[config.mk]
export PLATFORM = sky130hd
export DESIGN_NAME = i2c_arb_flat
export DESIGN_NICKNAME = d
export VERILOG_FILES = /design/src/rtl/i2c_pkg.sv /design/src/rtl/i2c_arb_if.sv /design/src/rtl/i2c_rr_pick.sv /design/src/rtl/i2c_arb.sv /design/src/flat_wrapper.sv
export SDC_FILE = /design/constraint.sdc
export NUM_CORES = 1
export LEC_CHECK = 0
export CAP_MARGIN = 15
export CORE_ASPECT_RATIO = 0.6
export CORE_MARGIN = 10
export CORE_UTILIZATION = 43
export DETAILED_ROUTE_END_ITERATION = 7
export PLACE_DENSITY_LB_ADDON = 0.05
export RECOVER_POWER = 50
export SYNTH_ARGS = -nofsm -noshare
export SYNTH_HDL_FRONTEND = slang
export SYNTH_SLANG_ARGS = --single-unit
[constraint.sdc]
create_clock -name clk -period 2.9 [get_ports clk]
set_input_delay 0.58 -clock clk [delete_from_list [all_inputs] [get_ports clk]]
set_output_delay 0.58 -clock clk [all_outputs]
set_load 0.02 [all_outputs]
[src/rtl/i2c_pkg.sv]
// i2c_pkg: types shared by the i2c arbiter slice.
//   addr_t      - 7-bit I2C slave address
//   opcode_t    - transaction direction (write = 0, read = 1)
//   arb_state_t - arbiter sequencer states
package i2c_pkg;

  typedef logic [6:0] addr_t;

  typedef enum logic {
    write = 1'b0,
    read  = 1'b1
  } opcode_t;

  typedef enum logic [2:0] {
    IDLE      = 3'd0,
    ISSUE     = 3'd1,
    WAIT_BUSY = 3'd2,
    RUN       = 3'd3,
    DONE      = 3'd4
  } arb_state_t;

endpackage

[src/rtl/i2c_arb_if.sv]
// i2c_arb_if: requester-side and master-side signals of the i2c arbiter.
//   Requester side: req_valid/req_ready handshake with per-requester addr,
//   opcode and write data; rsp_valid (one-hot), rsp_err, shared rsp_data.
//   Master side: m_ain/m_opcode/m_din/m_vin towards the i2c master,
//   m_dout/m_vout/m_busy back from it.
// Modports:
//   master - the arbiter's view (drives req_ready, rsp_*, m_ain..m_vin)
//   slave  - the environment's view (requesters plus i2c master)
interface i2c_arb_if
  import i2c_pkg::*;
#(
  parameter int N_REQ   = 4,
  parameter int BYTES_W = 3,
  parameter int BYTES_R = 3
) ();

  logic [N_REQ-1:0]                req_valid;
  logic [N_REQ-1:0]                req_ready;
  logic [N_REQ-1:0][6:0]           req_addr;
  logic [N_REQ-1:0]                req_opcode;
  logic [N_REQ-1:0][BYTES_W*8-1:0] req_data;
  logic [N_REQ-1:0]                rsp_valid;
  logic                            rsp_err;
  logic [BYTES_R*8-1:0]            rsp_data;
  addr_t                           m_ain;
  opcode_t                         m_opcode;
  logic [BYTES_W*8-1:0]            m_din;
  logic                            m_vin;
  logic [BYTES_R*8-1:0]            m_dout;
  logic                            m_vout;
  logic                            m_busy;

  modport master (
    input  req_valid, req_addr, req_opcode, req_data,
    input  m_dout, m_vout, m_busy,
    output req_ready, rsp_valid, rsp_err, rsp_data,
    output m_ain, m_opcode, m_din, m_vin
  );

  modport slave (
    output req_valid, req_addr, req_opcode, req_data,
    output m_dout, m_vout, m_busy,
    input  req_ready, rsp_valid, rsp_err, rsp_data,
    input  m_ain, m_opcode, m_din, m_vin
  );

endinterface

[src/rtl/i2c_rr_pick.sv]
// i2c_rr_pick: combinational round-robin picker.
// Ports:
//   req_i   [N_REQ]  - request vector
//   last_i  [IDX_W]  - index granted most recently
//   found_o          - at least one request is set
//   idx_o   [IDX_W]  - first set request searching upward from last_i+1 (mod N_REQ)
module i2c_rr_pick #(
  parameter int N_REQ = 4,
  parameter int IDX_W = $clog2(N_REQ)
) (
  input  logic [N_REQ-1:0] req_i,
  input  logic [IDX_W-1:0] last_i,
  output logic             found_o,
  output logic [IDX_W-1:0] idx_o
);

  int               cand;
  logic [IDX_W-1:0] cand_idx;
  logic             hit;

  // Walk offsets from farthest to nearest so the nearest hit is written last.
  always_comb begin
    found_o  = 1'b0;
    idx_o    = '0;
    cand     = 0;
    cand_idx = '0;
    hit      = 1'b0;
    for (int i = N_REQ; i >= 1; i--) begin
      cand     = (int'(last_i) + i) % N_REQ;
      cand_idx = IDX_W'(cand);
      hit      = req_i[cand_idx];
      found_o  = found_o | hit;
      idx_o    = hit ? cand_idx : idx_o;
    end
  end

endmodule

[src/rtl/i2c_arb.sv]
// i2c_arb: round-robin arbiter/sequencer sharing one i2c master among
// N_REQ requesters. A granted transaction is issued with a single m_vin
// strobe, tracked through m_busy, and answered with a one-hot rsp_valid.
// Ports:
//   clk, rst_n - clock, asynchronous active-low reset
//   bus        - i2c_arb_if.master (requester handshake + master bus)
// Configuration:
//   I2C_ARB_TIMEOUT_EN - when defined, a watchdog ends a transaction after
//   TIMEOUT cycles in WAIT_BUSY/RUN with rsp_err=1; otherwise rsp_err is 0.
module i2c_arb
  import i2c_pkg::*;
#(
  parameter int N_REQ   = 4,
  parameter int BYTES_W = 3,
  parameter int BYTES_R = 3,
  parameter int TIMEOUT = 65535
) (
  input logic        clk,
  input logic        rst_n,
  i2c_arb_if.master  bus
);

  localparam int IDX_W = $clog2(N_REQ);

  // Elaboration-time parameter sanity checks.
  if ((N_REQ < 2) || (N_REQ > 8)) begin : g_bad_n_req
    $error("i2c_arb: N_REQ must be within 2..8");
  end
  if (TIMEOUT < 1) begin : g_bad_timeout
    $error("i2c_arb: TIMEOUT must be at least 1");
  end

  function automatic logic [N_REQ-1:0] onehot(input logic [IDX_W-1:0] i);
    return {{(N_REQ-1){1'b0}}, 1'b1} << i;
  endfunction

  arb_state_t           state_q, state_d;
  logic [IDX_W-1:0]     last_q, last_d;
  logic [IDX_W-1:0]     g_q, g_d;
  addr_t                m_ain_q, m_ain_d;
  opcode_t              m_opcode_q, m_opcode_d;
  logic [BYTES_W*8-1:0] m_din_q, m_din_d;
  logic                 m_vin_q, m_vin_d;
  logic [N_REQ-1:0]     req_ready_q, req_ready_d;
  logic [N_REQ-1:0]     rsp_valid_q, rsp_valid_d;
  logic [BYTES_R*8-1:0] rsp_data_q, rsp_data_d;
  logic                 pick_found;
  logic [IDX_W-1:0]     pick_idx;

`ifdef I2C_ARB_TIMEOUT_EN
  localparam int CNT_W = $clog2(TIMEOUT + 1);
  logic [CNT_W-1:0] cnt_q, cnt_d;
  logic             rsp_err_q, rsp_err_d;
`endif

  i2c_rr_pick #(
    .N_REQ (N_REQ),
    .IDX_W (IDX_W)
  ) u_pick (
    .req_i   (bus.req_valid),
    .last_i  (last_q),
    .found_o (pick_found),
    .idx_o   (pick_idx)
  );

  // Next-state and registered-output logic of the sequencer.
  always_comb begin
    state_d     = state_q;
    last_d      = last_q;
    g_d         = g_q;
    m_ain_d     = m_ain_q;
    m_opcode_d  = m_opcode_q;
    m_din_d     = m_din_q;
    m_vin_d     = 1'b0;
    req_ready_d = '0;
    rsp_valid_d = '0;
    rsp_data_d  = rsp_data_q;
`ifdef I2C_ARB_TIMEOUT_EN
    cnt_d       = cnt_q;
    rsp_err_d   = 1'b0;
`endif
    case (state_q)
      IDLE: begin
        // A master still finishing an orphaned transaction blocks new grants.
        if (!bus.m_busy && pick_found) begin
          g_d         = pick_idx;
          m_ain_d     = bus.req_addr[pick_idx];
          m_opcode_d  = opcode_t'(bus.req_opcode[pick_idx]);
          m_din_d     = bus.req_data[pick_idx];
          rsp_data_d  = '0;
          m_vin_d     = 1'b1;
          req_ready_d = onehot(pick_idx);
          state_d     = ISSUE;
        end else begin
          state_d = IDLE;
        end
      end
      ISSUE: begin
        state_d = WAIT_BUSY;
      end
      WAIT_BUSY: begin
        if (bus.m_busy) begin
          state_d = RUN;
        end else begin
          state_d = WAIT_BUSY;
        end
      end
      RUN: begin
        // Data arriving with the falling busy is still captured.
        if (bus.m_vout) begin
          rsp_data_d = bus.m_dout;
        end else begin
          rsp_data_d = rsp_data_q;
        end
        if (!bus.m_busy) begin
          state_d     = DONE;
          rsp_valid_d = onehot(g_q);
        end else begin
          state_d = RUN;
        end
      end
      DONE: begin
        last_d  = g_q;
        state_d = IDLE;
      end
      default: begin
        state_d = IDLE;
      end
    endcase
`ifdef I2C_ARB_TIMEOUT_EN
    if ((state_q == WAIT_BUSY) || (state_q == RUN)) begin
      cnt_d = cnt_q + 1'b1;
      if (cnt_q == CNT_W'(TIMEOUT - 1)) begin
        state_d     = DONE;
        rsp_valid_d = onehot(g_q);
        rsp_err_d   = 1'b1;
        rsp_data_d  = '0;
      end else begin
        rsp_err_d = 1'b0;
      end
    end else begin
      // Holding zero outside WAIT_BUSY/RUN clears it on entry to WAIT_BUSY.
      cnt_d = '0;
    end
`endif
  end

  // State and output registers.
  always_ff @(posedge clk or negedge rst_n) begin
    if (!rst_n) begin
      state_q     <= IDLE;
      last_q      <= IDX_W'(N_REQ - 1);
      g_q         <= '0;
      m_ain_q     <= '0;
      m_opcode_q  <= write;
      m_din_q     <= '0;
      m_vin_q     <= 1'b0;
      req_ready_q <= '0;
      rsp_valid_q <= '0;
      rsp_data_q  <= '0;
`ifdef I2C_ARB_TIMEOUT_EN
      cnt_q       <= '0;
      rsp_err_q   <= 1'b0;
`endif
    end else begin
      state_q     <= state_d;
      last_q      <= last_d;
      g_q         <= g_d;
      m_ain_q     <= m_ain_d;
      m_opcode_q  <= m_opcode_d;
      m_din_q     <= m_din_d;
      m_vin_q     <= m_vin_d;
      req_ready_q <= req_ready_d;
      rsp_valid_q <= rsp_valid_d;
      rsp_data_q  <= rsp_data_d;
`ifdef I2C_ARB_TIMEOUT_EN
      cnt_q       <= cnt_d;
      rsp_err_q   <= rsp_err_d;
`endif
    end
  end

  assign bus.m_ain     = m_ain_q;
  assign bus.m_opcode  = m_opcode_q;
  assign bus.m_din     = m_din_q;
  assign bus.m_vin     = m_vin_q;
  assign bus.req_ready = req_ready_q;
  assign bus.rsp_valid = rsp_valid_q;
  assign bus.rsp_data  = rsp_data_q;
`ifdef I2C_ARB_TIMEOUT_EN
  assign bus.rsp_err   = rsp_err_q;
`else
  assign bus.rsp_err   = 1'b0;
`endif

endmodule

[src/flat_wrapper.sv]
// flat-port wrapper written by rule: the top's interface ports become plain ports
module i2c_arb_flat import i2c_pkg::*;
#(
  parameter int N_REQ   = 4,
  parameter int BYTES_W = 3,
  parameter int BYTES_R = 3,
  parameter int TIMEOUT = 65535
)
  (clk, rst_n, bus_req_valid, bus_req_addr, bus_req_opcode, bus_req_data, bus_m_dout, bus_m_vout, bus_m_busy, bus_req_ready, bus_rsp_valid, bus_rsp_err, bus_rsp_data, bus_m_ain, bus_m_opcode, bus_m_din, bus_m_vin);
  i2c_arb_if #(.N_REQ(N_REQ), .BYTES_W(BYTES_W), .BYTES_R(BYTES_R)) bus_i ();
  input logic clk;
  input logic rst_n;
  input wire logic [$bits(bus_i.req_valid)-1:0] bus_req_valid;
  input wire logic [$bits(bus_i.req_addr)-1:0] bus_req_addr;
  input wire logic [$bits(bus_i.req_opcode)-1:0] bus_req_opcode;
  input wire logic [$bits(bus_i.req_data)-1:0] bus_req_data;
  input wire logic [$bits(bus_i.m_dout)-1:0] bus_m_dout;
  input wire logic [$bits(bus_i.m_vout)-1:0] bus_m_vout;
  input wire logic [$bits(bus_i.m_busy)-1:0] bus_m_busy;
  output wire logic [$bits(bus_i.req_ready)-1:0] bus_req_ready;
  output wire logic [$bits(bus_i.rsp_valid)-1:0] bus_rsp_valid;
  output wire logic [$bits(bus_i.rsp_err)-1:0] bus_rsp_err;
  output wire logic [$bits(bus_i.rsp_data)-1:0] bus_rsp_data;
  output wire logic [$bits(bus_i.m_ain)-1:0] bus_m_ain;
  output wire logic [$bits(bus_i.m_opcode)-1:0] bus_m_opcode;
  output wire logic [$bits(bus_i.m_din)-1:0] bus_m_din;
  output wire logic [$bits(bus_i.m_vin)-1:0] bus_m_vin;
  assign bus_i.req_valid = bus_req_valid;
  assign bus_i.req_addr = bus_req_addr;
  assign bus_i.req_opcode = bus_req_opcode;
  assign bus_i.req_data = bus_req_data;
  assign bus_i.m_dout = bus_m_dout;
  assign bus_i.m_vout = bus_m_vout;
  assign bus_i.m_busy = bus_m_busy;
  assign bus_req_ready = bus_i.req_ready;
  assign bus_rsp_valid = bus_i.rsp_valid;
  assign bus_rsp_err = bus_i.rsp_err;
  assign bus_rsp_data = bus_i.rsp_data;
  assign bus_m_ain = bus_i.m_ain;
  assign bus_m_opcode = bus_i.m_opcode;
  assign bus_m_din = bus_i.m_din;
  assign bus_m_vin = bus_i.m_vin;
  i2c_arb #(.N_REQ(N_REQ), .BYTES_W(BYTES_W), .BYTES_R(BYTES_R), .TIMEOUT(TIMEOUT)) u_core (.clk(clk), .rst_n(rst_n), .bus(bus_i));
endmodule
==> run summary <==
The run finished, with violations left. The final reports fail on max-capacitance violations, max-slew violations. For the pin with the worst max-slew slack, the measured transition is 1.80 ns. The xor/xnor cell area share of the yosys netlist came out at 0%.

The height of the chip is roughly 96 µm. The worst register-to-register path begins at u_core.last_q[0]$_DFFE_PN1N_. The critical path starts at bus_req_valid[1]. The number of global-route vias before repair is between 4,000 and 5,000. The ratio of final minimum period to clock period is a little over four fifths. The first global-routing pass estimated about 25 mm of wire. The number of remaining DRC errors came out at 0.

The kind of cell with the highest combined delay along the critical path is buffers and inverters. Port buffering added 224 buffers. After synthesis, the largest family of logic cells by area is compound AO/OA/AOI/OAI gates. The number of antenna violations at the first check in global routing was 0. The share of power burned in the clock network is roughly a fifth.

The number of setup buffers added after CTS came out at 0. The number of search-and-repair iterations in the first detailed-routing pass is 4. The top cell type by area accounts for 42.1% of the synthesized area. Summed over all instances, the cell type with the most area after synthesis is sky130_fd_sc_hd__dfrtp_1. The growth of design area from synthesis to finish is 64.7%. Summing the areas of all fa, ha and maj instances in the mapped netlist gives 0% of the synthesized area. Buffers inserted to repair hold after CTS numbered 0. The fraction of power consumed by combinational cells is between 50% and 60%. The worst-case clock skew came out at a little over 0.007 ns. The area of the die came out at approximately 14,000 µm².

Of all nets on the critical path, the largest fanout is 21. Measured against its own limit, the worst slew margin works out to -20.3%. The worst register-to-register path ends at u_core.bus.m_din[19]$_DFFE_PN0P_. The net switching power is about 2400 µW. The total cell area at the placement stage came out at around 6500 µm². The cell area power density is slightly below 900 nW/µm².

The I/O pin count is between 200 and 250. The switching share of total power came out at approximately two fifths. Clock tree synthesis found a total of 72 sinks. The number of nets in the synthesized netlist is 585. The HPWL reported at the end of detailed placement is 12.1 mm. The mux cell area share after synthesis is between 8 and 9%. The repair_antennas step left the layout with diodes totalling 0. The aggregate global routing overflow came out at 0. In this run the worst setup path terminates at u_core.bus.m_ain[5]$_DFFE_PN0P_. The fraction of layout cells with a size suffix above 1 is 11.9%.

The internal power of the cells totals roughly 3600 µW. The depth of the critical timing path with buffers and inverters included came out at 6. Among all flip-flop cells after synthesis, the most frequent one is sky130_fd_sc_hd__dfrtp_1. In this run the clock root is driven by a sky130_fd_sc_hd__clkbuf_16. After the last flow step, the layout net total stands at 800. The sequential share of power is around 28%. In this run the worst hold path is classified as flop to flop. The slowest stage of the critical path belongs to the cell sky130_fd_sc_hd__o41ai_1. STA puts the critical path data arrival time at 2.64 ns. The fmax came out at a little over 400 MHz.

The total of warnings raised by yosys came out at 0. The number of buffers inserted during clock tree synthesis came out at 9. Summing internal, switching and leakage power gives ~6000 µW. The routability-driven placement congestion ratio is about 0.84. The number of DRC markers in iteration 0 is between 200 and 250. Setup repair after global routing left no endpoint under its margin. The worst stage delay on the critical path is just under 0.8 ns. The endpoint class of the critical path is a flop.

The final hold violation count came out at 0. The tool flagged a number of max-cap violations equal to 1. The minimum hold slack is between 0.4 and 0.5 ns. The required time of the critical path came out at roughly 3.1 ns. The average vias per placed instance is around 5.5. The worst reg-to-reg path cell count came out at 6. The synthesized netlist contains 38 unique library cells. The mean instance size in the synthesized netlist came out at between 9 and 10 µm².

The peak supply drop came out at roughly 0.56 mV. The signal on the critical path passes through clkdlybuf4s50_1 -> o41ai_1 -> inv_2 -> nand2_2 -> buf_4 -> o211ai_1. After synthesis, the share of flip-flops with an asynchronous set or reset is 100%. The initial utilization of the core area, before any placement, comes to 44.7%. The overall routing resource usage came out at 22.6%. The worst register-to-register path has a setup slack of roughly 1.0 ns.

Counting every instance in the synthesized netlist gives about 430. The sequential share of the synthesized area is 43.4%. The count of H-tree levels built during CTS came out at 3. The mapped cell area came out at 4160 µm². The final sum of negative setup slack came out at 0 ns. Summed over all layers, the routed wires come to about 16 mm. The later pin in the worst-skew pair is clocked with a latency of 0.33 ns. In this run the remaining antenna-violating nets after routing total 0.

By startpoint and endpoint, the worst setup path is classified as primary input to flop. The share of the core filled with cells in the final layout is about 74%. The worst setup path is launched from a primary input. The maximum number of buffers from clock root to sink came out at 2. The minimum period implied by the final worst setup slack is around 2.4 ns. The area of all placed cells without fillers came out at 6840 µm². The share of synthesized cell area in and, or, nand and nor gates came out at about a fifth. The clock tree from TritonCTS is yes. The number of fill cells came out at 681. The number of endpoints failing setup at the final stage came out at 0. The wire length per cell after detailed routing is about 21 µm. The number of buffer and inverter stages on the critical path came out at 3.

The leakage component of the power came out at 0.00306 µW. After floorplanning, the core was divided into 27 placement rows. The clock transition at the registers of the reported paths came out at 0.06 ns. Counting instances in the post-synthesis netlist gives the leading cell types as 89 x sky130_fd_sc_hd__nand2_1, 70 x sky130_fd_sc_hd__dfrtp_1, 33 x sky130_fd_sc_hd__a21o_1. The area of the core is ~9300 µm². Synthesis inferred a little over 70 register bits. The width of the die is 147 µm.

The post-synthesis compound-gate area fraction is about 23%. Post-CTS repair changed the size of 0 cells. The most common cell in the netlist is sky130_fd_sc_hd__nand2_1. The synthesized design contains 0 enable-type register cells. The pin count of the biggest net entering global routing is 73.

By area the synthesized netlist is led by sky130_fd_sc_hd__dfrtp_1 42%, sky130_fd_sc_hd__o211ai_2 8.1%, sky130_fd_sc_hd__nand2_1 8.0%, sky130_fd_sc_hd__mux2i_1 7.7%, sky130_fd_sc_hd__a21o_1 6.0%. The max-slew violation total from the final report is between 70 and 80. For this block, the via count after detailed routing is between 4,000 and 5,000.
-- layer usage --
| layer | vias to the layer above | wire length, µm | global-route usage (%) |
|---|---|---|---|
| li1 | 1985 | - | - |
| met2 | 192 | 7850 | 36.8 |
| met5 | - | 0 | 0 |
| met4 | 0 | 227 | 5.17 |
| met1 | 2032 | 6750 | 27.9 |
| met3 | 20 | 1640 | 9.13 |
-- final cells by class --
| cell class | instances | area (µm²) | share of cell area, % |
|---|---|---|---|
| well taps | 130 | 163 | 2.38 |
| inverters | 2 | 7.51 | 0.110 |
| clock inverters | 6 | 90.1 | 1.32 |
| clock buffers | 10 | 229 | 3.35 |
| flip-flops and latches | 72 | 1800 | 26.4 |
| repair buffers | 244 | 2410 | 35.2 |
| multi-input cells | 311 | 2140 | 31.2 |
-- state kept, by name, indices dropped and copies added (netlist names) --
register	flops
u_core.bus.m_vin	1
u_core.bus.rsp_data	24
u_core.bus.m_opcode	1
u_core.last_q	2
u_core.bus.m_ain	7
u_core.bus.req_ready	4
u_core.state_q	3
u_core.bus.rsp_valid	4
u_core.g_q	2
u_core.bus.m_din	24
-- cell usage in the layout (no fill, tap or decap), drive strengths merged, types with 2 or more instances in the layout --
master	Yosys	final
a21o	33	33
and3	2	2
buf	16	20
bufinv	0	2
clkbuf	24	11
clkdlybuf4s50	0	199
dfrtp	70	70
dfstp	2	2
dlygate4sd3	0	24
inv	2	4
mux2	2	2
mux2i	32	32
nand2	90	90
nand2b	2	2
nand3	27	27
nand4	32	32
nor2	8	8
nor2b	4	4
nor3	2	2
o211ai	32	32
o21a	2	2
o21ai	3	3
o31ai	32	32
-- worst min path at each step --
stage                                           from                               end  slack, ns  cells after the start
floorplan                                      rst_n   u_core.bus.m_ain[0]$_DFFE_PN0P_       0.28                      0
global placement    u_core.bus.m_din[15]$_DFFE_PN0P_  u_core.bus.m_din[15]$_DFFE_PN0P_       0.47                      2
detailed placement   u_core.bus.m_din[4]$_DFFE_PN0P_   u_core.bus.m_din[4]$_DFFE_PN0P_       0.47                      2
CTS                                            rst_n   u_core.bus.m_din[7]$_DFFE_PN0P_       0.42                      1
global route        u_core.bus.m_din[23]$_DFFE_PN0P_  u_core.bus.m_din[23]$_DFFE_PN0P_       0.51                      2
finish               u_core.bus.m_din[4]$_DFFE_PN0P_   u_core.bus.m_din[4]$_DFFE_PN0P_       0.49                      2
-- worst register-to-register path, stage by stage, from the launching register on --
cell and delay [ns]:
sky130_fd_sc_hd__dfstp_2 0.56, sky130_fd_sc_hd__nor2b_4 0.06, sky130_fd_sc_hd__o21a_4 0.23, sky130_fd_sc_hd__nor3_4 0.19
sky130_fd_sc_hd__buf_4 0.30, sky130_fd_sc_hd__mux2i_1 0.30, sky130_fd_sc_hd__o211ai_2 0.11
-- power by group through the flow --
stage	Sequential [µW]	Clock (µW)	Combinational (µW)
floorplan	2120	0	1360
finish	1700	1200	3110
CTS	1700	1230	3180
global placement	1690	0	3100
global route	1750	1270	3330
detailed placement	1710	0	3170
-- through the flow --
stage	instances	setup slack (ns)
2_1_floorplan	425	1.08
3_3_place_gp	759	0.357
6_report	775	0.457
4_1_cts	775	0.575
5_1_grt	775	0.320
3_5_place_dp	759	0.238
-- logic make-up after synthesis --
| group | count (synthesis) |
|---|---|
| AO/OA/AOI/OAI | 106 |
| other | 1 |
| flip-flops | 72 |
| buffers and inverters | 42 |
| AND/OR/NAND/NOR | 170 |
| multiplexers | 34 |
Note: power is estimated with default switching activity, not from simulation.
